===== src/rtl/mem_bus_pkg.sv =====
// Shared definitions for the memory bus initiator: access size codes,
// bus direction constants, the transaction state encoding and the
// alignment rule used to reject an access before it reaches the bus.
package mem_bus_pkg;

    localparam logic [1:0] SZ_BYTE = 2'd0;
    localparam logic [1:0] SZ_HALF = 2'd1;
    localparam logic [1:0] SZ_WORD = 2'd2;

    localparam logic RW_READ  = 1'b0;
    localparam logic RW_WRITE = 1'b1;

    typedef enum logic [2:0] {
        IDLE,
        RD,
        GAP,
        WR,
        DONE
    } state_t;

    // Size code 3 has no meaning on this bus, so it is rejected like a
    // misaligned access.
    function automatic logic is_misaligned(input logic [1:0] size,
                                           input logic [1:0] lane);
        logic bad;
        case (size)
            SZ_BYTE: bad = 1'b0;
            SZ_HALF: bad = lane[0];
            SZ_WORD: bad = (lane != 2'b00);
            default: bad = 1'b1;
        endcase
        return bad;
    endfunction

endpackage


===== src/rtl/mem_lane_align.sv =====
// Combinational byte-lane steering between the CPU view (right-aligned
// data) and the word-wide bus view.
//   size_i     : access size code
//   unsigned_i : zero-extend sub-word loads when high
//   lane_i     : byte address bits [1:0]
//   rword_i    : word captured from the bus read
//   wdata_i    : right-aligned store data
//   load_o     : extracted and extended load result
//   store_o    : word to write back (merged for sub-word stores)
module mem_lane_align
    import mem_bus_pkg::*;
(
    input  logic [1:0]  size_i,
    input  logic        unsigned_i,
    input  logic [1:0]  lane_i,
    input  logic [31:0] rword_i,
    input  logic [31:0] wdata_i,
    output logic [31:0] load_o,
    output logic [31:0] store_o
);

    logic [4:0]  sh;
    logic [31:0] shifted;

    assign sh      = {lane_i, 3'b000};
    assign shifted = rword_i >> sh;

    always_comb begin
        load_o  = rword_i;
        store_o = wdata_i;
        case (size_i)
            SZ_BYTE: begin
                load_o  = {{24{~unsigned_i & shifted[7]}}, shifted[7:0]};
                store_o = (rword_i & ~(32'h0000_00FF << sh))
                        | ({24'h0, wdata_i[7:0]} << sh);
            end
            SZ_HALF: begin
                // Half accesses are aligned, so sh is 0 or 16 here.
                load_o  = {{16{~unsigned_i & shifted[15]}}, shifted[15:0]};
                store_o = (rword_i & ~(32'h0000_FFFF << sh))
                        | ({16'h0, wdata_i[15:0]} << sh);
            end
            default: begin
                load_o  = rword_i;
                store_o = wdata_i;
            end
        endcase
    end

endmodule


===== src/rtl/mem_bus_master.sv =====
// Bus initiator between the CPU load/store stage and the synchronous
// memory. Handles one byte/half/word access at a time, polls wait_sig,
// performs read-modify-write for sub-word stores and reports misaligned
// or timed-out accesses through resp_err.
//   clk, rst_n           : clock, synchronous active-low reset
//   req_*                : CPU request (valid/ready handshake)
//   resp_*               : one-cycle completion pulse with data/error
//   enable, rw, address,
//   write_data           : bus command outputs
//   wait_sig, read_data  : bus responses from memory
module mem_bus_master
    import mem_bus_pkg::*;
#(
    parameter int TIMEOUT = 64
) (
    input  logic        clk,
    input  logic        rst_n,
    input  logic        req_valid,
    output logic        req_ready,
    input  logic        req_we,
    input  logic [1:0]  req_size,
    input  logic        req_unsigned,
    input  logic [31:0] req_addr,
    input  logic [31:0] req_wdata,
    output logic        resp_valid,
    output logic [31:0] resp_rdata,
    output logic        resp_err,
    output logic        enable,
    output logic        rw,
    output logic [31:0] address,
    output logic [31:0] write_data,
    input  logic        wait_sig,
    input  logic [31:0] read_data
);

    localparam int CW = $clog2(TIMEOUT + 1);

    state_t      state_q, state_d;
    logic        rdy_q;
    logic        seen_q, seen_d;
    logic        err_q, err_d;
    logic [CW-1:0] cnt_q, cnt_d;

    logic        we_q;
    logic [1:0]  size_q;
    logic        uns_q;
    logic [31:0] addr_q;
    logic [31:0] wdata_q;
    logic [31:0] rdata_q;

    logic        accept;
    logic        capture;
    logic        bus_done;
    logic        bus_tmo;
    logic [31:0] load_word;
    logic [31:0] store_word;

    mem_lane_align u_align (
        .size_i     (size_q),
        .unsigned_i (uns_q),
        .lane_i     (addr_q[1:0]),
        .rword_i    (rdata_q),
        .wdata_i    (wdata_q),
        .load_o     (load_word),
        .store_o    (store_word)
    );

    assign accept   = req_valid && req_ready;
    // Completion needs a busy cycle first, so a stale low wait_sig from
    // the previous access cannot end this one.
    assign bus_done = seen_q && !wait_sig;
    assign bus_tmo  = (cnt_q == CW'(TIMEOUT - 1));

    always_ff @(posedge clk) begin
        if (!rst_n) begin
            state_q <= IDLE;
            rdy_q   <= 1'b0;
            seen_q  <= 1'b0;
            err_q   <= 1'b0;
            cnt_q   <= '0;
        end else begin
            state_q <= state_d;
            rdy_q   <= 1'b1;
            seen_q  <= seen_d;
            err_q   <= err_d;
            cnt_q   <= cnt_d;
        end
    end

    // Request and read-data holding registers; outputs are gated by
    // state, so these need no reset.
    always_ff @(posedge clk) begin
        if (accept) begin
            we_q    <= req_we;
            size_q  <= req_size;
            uns_q   <= req_unsigned;
            addr_q  <= req_addr;
            wdata_q <= req_wdata;
        end
        if (capture) begin
            rdata_q <= read_data;
        end
    end

    always_comb begin
        state_d = state_q;
        seen_d  = seen_q;
        err_d   = err_q;
        cnt_d   = cnt_q;
        capture = 1'b0;
        case (state_q)
            IDLE: begin
                if (accept) begin
                    seen_d = 1'b0;
                    cnt_d  = '0;
                    err_d  = is_misaligned(req_size, req_addr[1:0]);
                    if (is_misaligned(req_size, req_addr[1:0])) begin
                        state_d = DONE;
                    end else if (req_we && req_size == SZ_WORD) begin
                        state_d = WR;
                    end else begin
                        state_d = RD;
                    end
                end
            end
            RD: begin
                if (bus_done) begin
                    capture = 1'b1;
                    // Only sub-word stores pass through RD with we set.
                    state_d = we_q ? GAP : DONE;
                end else if (bus_tmo) begin
                    err_d   = 1'b1;
                    state_d = DONE;
                end else begin
                    cnt_d = cnt_q + CW'(1);
                    if (wait_sig) begin
                        seen_d = 1'b1;
                    end
                end
            end
            GAP: begin
                seen_d  = 1'b0;
                cnt_d   = '0;
                state_d = WR;
            end
            WR: begin
                if (bus_done) begin
                    state_d = DONE;
                end else if (bus_tmo) begin
                    err_d   = 1'b1;
                    state_d = DONE;
                end else begin
                    cnt_d = cnt_q + CW'(1);
                    if (wait_sig) begin
                        seen_d = 1'b1;
                    end
                end
            end
            DONE: begin
                state_d = IDLE;
            end
            default: begin
                state_d = IDLE;
            end
        endcase
    end

    assign req_ready  = (state_q == IDLE) && rdy_q;
    assign enable     = (state_q == RD) || (state_q == WR);
    assign rw         = (state_q == WR) ? RW_WRITE : RW_READ;
    assign address    = enable ? {addr_q[31:2], 2'b00} : 32'h0;
    assign write_data = (state_q == WR) ? store_word : 32'h0;
    assign resp_valid = (state_q == DONE);
    assign resp_err   = (state_q == DONE) && err_q;
    assign resp_rdata = ((state_q == DONE) && !err_q && !we_q) ? load_word : 32'h0;

endmodule


===== config.mk =====
export PLATFORM = sky130hd
export DESIGN_NAME = mem_bus_master
export DESIGN_NICKNAME = d
export VERILOG_FILES = /design/src/rtl/mem_bus_pkg.sv /design/src/rtl/mem_lane_align.sv /design/src/rtl/mem_bus_master.sv
export SDC_FILE = /design/constraint.sdc
export NUM_CORES = 1
export LEC_CHECK = 0
export BUFFER_PORTS_ARGS = -buffer_cell sky130_fd_sc_hd__buf_2
export CAP_MARGIN = 20
export CELL_PAD_IN_SITES_DETAIL_PLACEMENT = 2
export CELL_PAD_IN_SITES_GLOBAL_PLACEMENT = 2
export CORE_AREA = 2 2 141 143
export DETAILED_ROUTE_END_ITERATION = 6
export DIE_AREA = 0 0 143 145
export PLACE_DENSITY_LB_ADDON = 0.1
export SETUP_SLACK_MARGIN = 0.1
export SYNTH_ARGS = -nofsm -noshare
export SYNTH_HDL_FRONTEND = slang
export SYNTH_HIERARCHICAL = 1
export SYNTH_SLANG_ARGS = --single-unit

===== constraint.sdc =====
create_clock -name clk -period 11.46 [get_ports clk]
set_clock_uncertainty 0.2 [all_clocks]
set_input_delay 1.146 -clock clk [delete_from_list [all_inputs] [get_ports clk]]
set_output_delay 1.146 -clock clk [all_outputs]
set_load 0.01 [all_outputs]

==> impl_results.md <==
- Final hold vios: 0
- First-pass GRT wire length: 35000 microns
- Most frequent cell after synthesis: edfxtp_1
- Switch share: about 25%
- All-layer global routing usage: a little over a fifth
- Hold slack: 259 ps
- FMAX: 206 MHz
- Post-route cell area: slightly above 0.008 sq mm
- Worst-path clk slew: ~60 ps
- Synthesized area: between 0.006 and 0.007 sq mm
- Mapped Cells: slightly below 600
- DR WL/cell: 21.5 microns
- Port buffer count: approximately 200
- Worst Tran Pin Value: around 960 ps
- Vias in the first global route: between 5000 and 6000
- Number of flops mapped to enable cells by yosys: 100
- Tmin final: 4850 ps
- Worst slew margin: between 30% and 40%
- Pwr per Cell Area: 140 mW/mm^2
- Post-CTS Hold Fix Bufs: 0
- Row count: a little over 50
- Post-DRT Antenna Nets: 0
- Number of distinct library cells after synthesis: 63
- Share of the synthesized area in the top cell type: between 40 and 50%
- CTS-repair resized insts: 0
- Die Width: between 100 and 150 microns
- Share of cells above drive strength 1: a little over a third
- Crit path DAT: about 3500 ps
- Top Ports: 205
- RD Place Congestion: approximately 0.78
- Status: complete, no violations
- Syn Area/Cell: approximately 11 sq um
- Synth Warn #: 6
- Pin count of the biggest net entering global routing: between 80 and 90
- Post-synth top area cell: edfxtp_1
- Asr flop ratio synth: 0%
- Post-CTS Setup Bufs: 0
- Post-synth top flop: edfxtp_1
- Kind of launch point of the worst setup path: register
- Worst Setup End Kind: output pin
- Syn-to-layout area delta: 28.4%
- Skew-Pair Late Insertion Delay: around 430 ps
- DRC viols: 0
- Int Pwr: 861 uW
- Pleak: approximately 0.0037 uW
- Clock share of power: between 40% and 50%
- Clk root buf: clkbuf_16
- Crit Path Max Fanout: 28
- Die height: around 150 microns
- RSZ-0062 raised after global routing: no
- Peak VDD IR: approximately 0.11 mV
- DR iter-0 viols: 254
- Via count: between 5000 and 6000
- Routed WL: ~23000 microns
- Clock Tree Buf Depth: 2
- Slew Viols, Final: 0
- Cts bufs inserted: 17
- CP required: about 10000 ps
- Core area: approximately 0.019 sq mm
- Antenna cells: 0
- Sink Count: roughly 110
- Synth cell count leaders: edfxtp_1, and2_1, nand2_1
- Critical path class: reg -> out
- Part of the cycle the worst path needs: 42.4%
- H-tree depth: 4
- CTS tree: yes
- Sequential element share of the synthesized area: between 50% and 60%
- # Max-Cap Violations: 0
- Final setup violation count: 0
- Net Sw Power: 294 uW
- GRT overflow: 0
- Total die area: 0.0207 sq mm
- Initial core utilization: approximately a third
- Synth Register Bits: ~110
- Logic pwr share: a little under a tenth
- TNS Setup: 0 ps
- Top cells by area, synth: edfxtp_1, and2_1, mux2i_1, dfxtp_1, nand2_1
- Pre-Repair DR Iteration Count: 5
- Worst Hold Class: reg -> reg
- Sequential fraction of design power: between 40% and 50%
- Initial antenna violation count: 1
- Vias per Instance: 5.24
- Nets: roughly 880
- Post-DP Area: ~0.0076 sq mm
- Post-DP HPWL: around 15000 microns
layout make-up:
cell class / count / area, sq um
fillers: 2049 / 11000
flip-flops and latches: 113 / 3260
multi-input cells: 406 / 2840
repair buffers: 212 / 1110
clock buffers: 17 / 425
well taps: 265 / 332
clock inverters: 15 / 198
inverters: 17 / 63.8
cells by family (layout without fill, tap and decap cells):
family                   Yosys count  count (layout)  synth area share (%)
buffers and inverters             64             261                  4.88
other                              1               2                0.0586
multiplexers                      45              45                  7.42
AO/OA/AOI/OAI                    136             136                  16.8
AND/OR/NAND/NOR                  218             218                  18.9
flip-flops                       113             113                  51.0
adder cells (fa/ha/maj)            5               5                 0.977
power by group through the flow:
stage	sequential (uW)	combinational [uW]	clock, uW
after floorplan	480	69.6	0
after global placement	484	106	0
after detailed placement	485	110	0
after CTS	476	112	581
after global routing	478	123	597
final	476	111	567
state kept, by name, summed over array words and instances (netlist names):
signal   flops
addr_q      32
cnt_q        7
err_q        1
rdata_q     32
rdy_q        1
seen_q       1
size_q       2
state_q      3
uns_q        1
wdata_q     32
we_q         1
per-stage QoR:
step	util, %	power, uW	cells	setup WS, ps
floorplan	-	549	583	7110
global placement	39.4	590	1011	7180
detailed placement	39.4	595	1011	7030
CTS	42.6	1170	1043	6560
global route	42.8	1200	1045	6300
finish	42.8	1150	1045	6610
metal layers:
layer / routed length [microns] / track usage [%] / vias up
met3: 1450 / 6.63 / 23
met4: 249 / 5.45 / 0
met5: 0 / 0 / -
li1: - / - / 2560
met1: 10100 / 28.4 / 2720
met2: 10700 / 35.4 / 168
cells in the final DEF (no fill, tap or decap), types with 5 or more instances in the layout:
| cell type | instances |
|---|---|
| a211oi_1 | 17 |
| a21o_1 | 9 |
| a21oi_1 | 14 |
| a221oi_1 | 20 |
| a222oi_1 | 8 |
| a22o_1 | 20 |
| a22oi_1 | 5 |
| and2_1 | 66 |
| and3_1 | 33 |
| buf_2 | 202 |
| buf_4 | 8 |
| clkbuf_16 | 17 |
| dfxtp_1 | 13 |
| edfxtp_1 | 100 |
| ha_1 | 5 |
| inv_1 | 15 |
| inv_6 | 5 |
| mux2_2 | 16 |
| mux2i_1 | 28 |
| nand2_1 | 64 |
| nor2_1 | 20 |
| nor2b_1 | 10 |
| o21ai_0 | 9 |
| o31ai_1 | 13 |
path summary, 6_finish.rpt:
check,start,endpoint,slack (ps),cells past startpoint
worst max-delay path,addr_q[1],write_data[19],6610,8
worst min-delay path,cnt_q[6],cnt_q[6],260,1
worst max register to register,state_q[1],wdata_q[27],8970,5
worst min register to register,cnt_q[6],cnt_q[6],260,1
critical path, stage by stage, from the launching register on:
cell and delay, ps:
edfxtp_1 920, inv_2 500, ha_1 430, inv_1 140, a22o_1 270, a222oi_1 340
mux2i_1 110, and3_1 210, buf_2 150
Power figures use the tool's default switching activity.
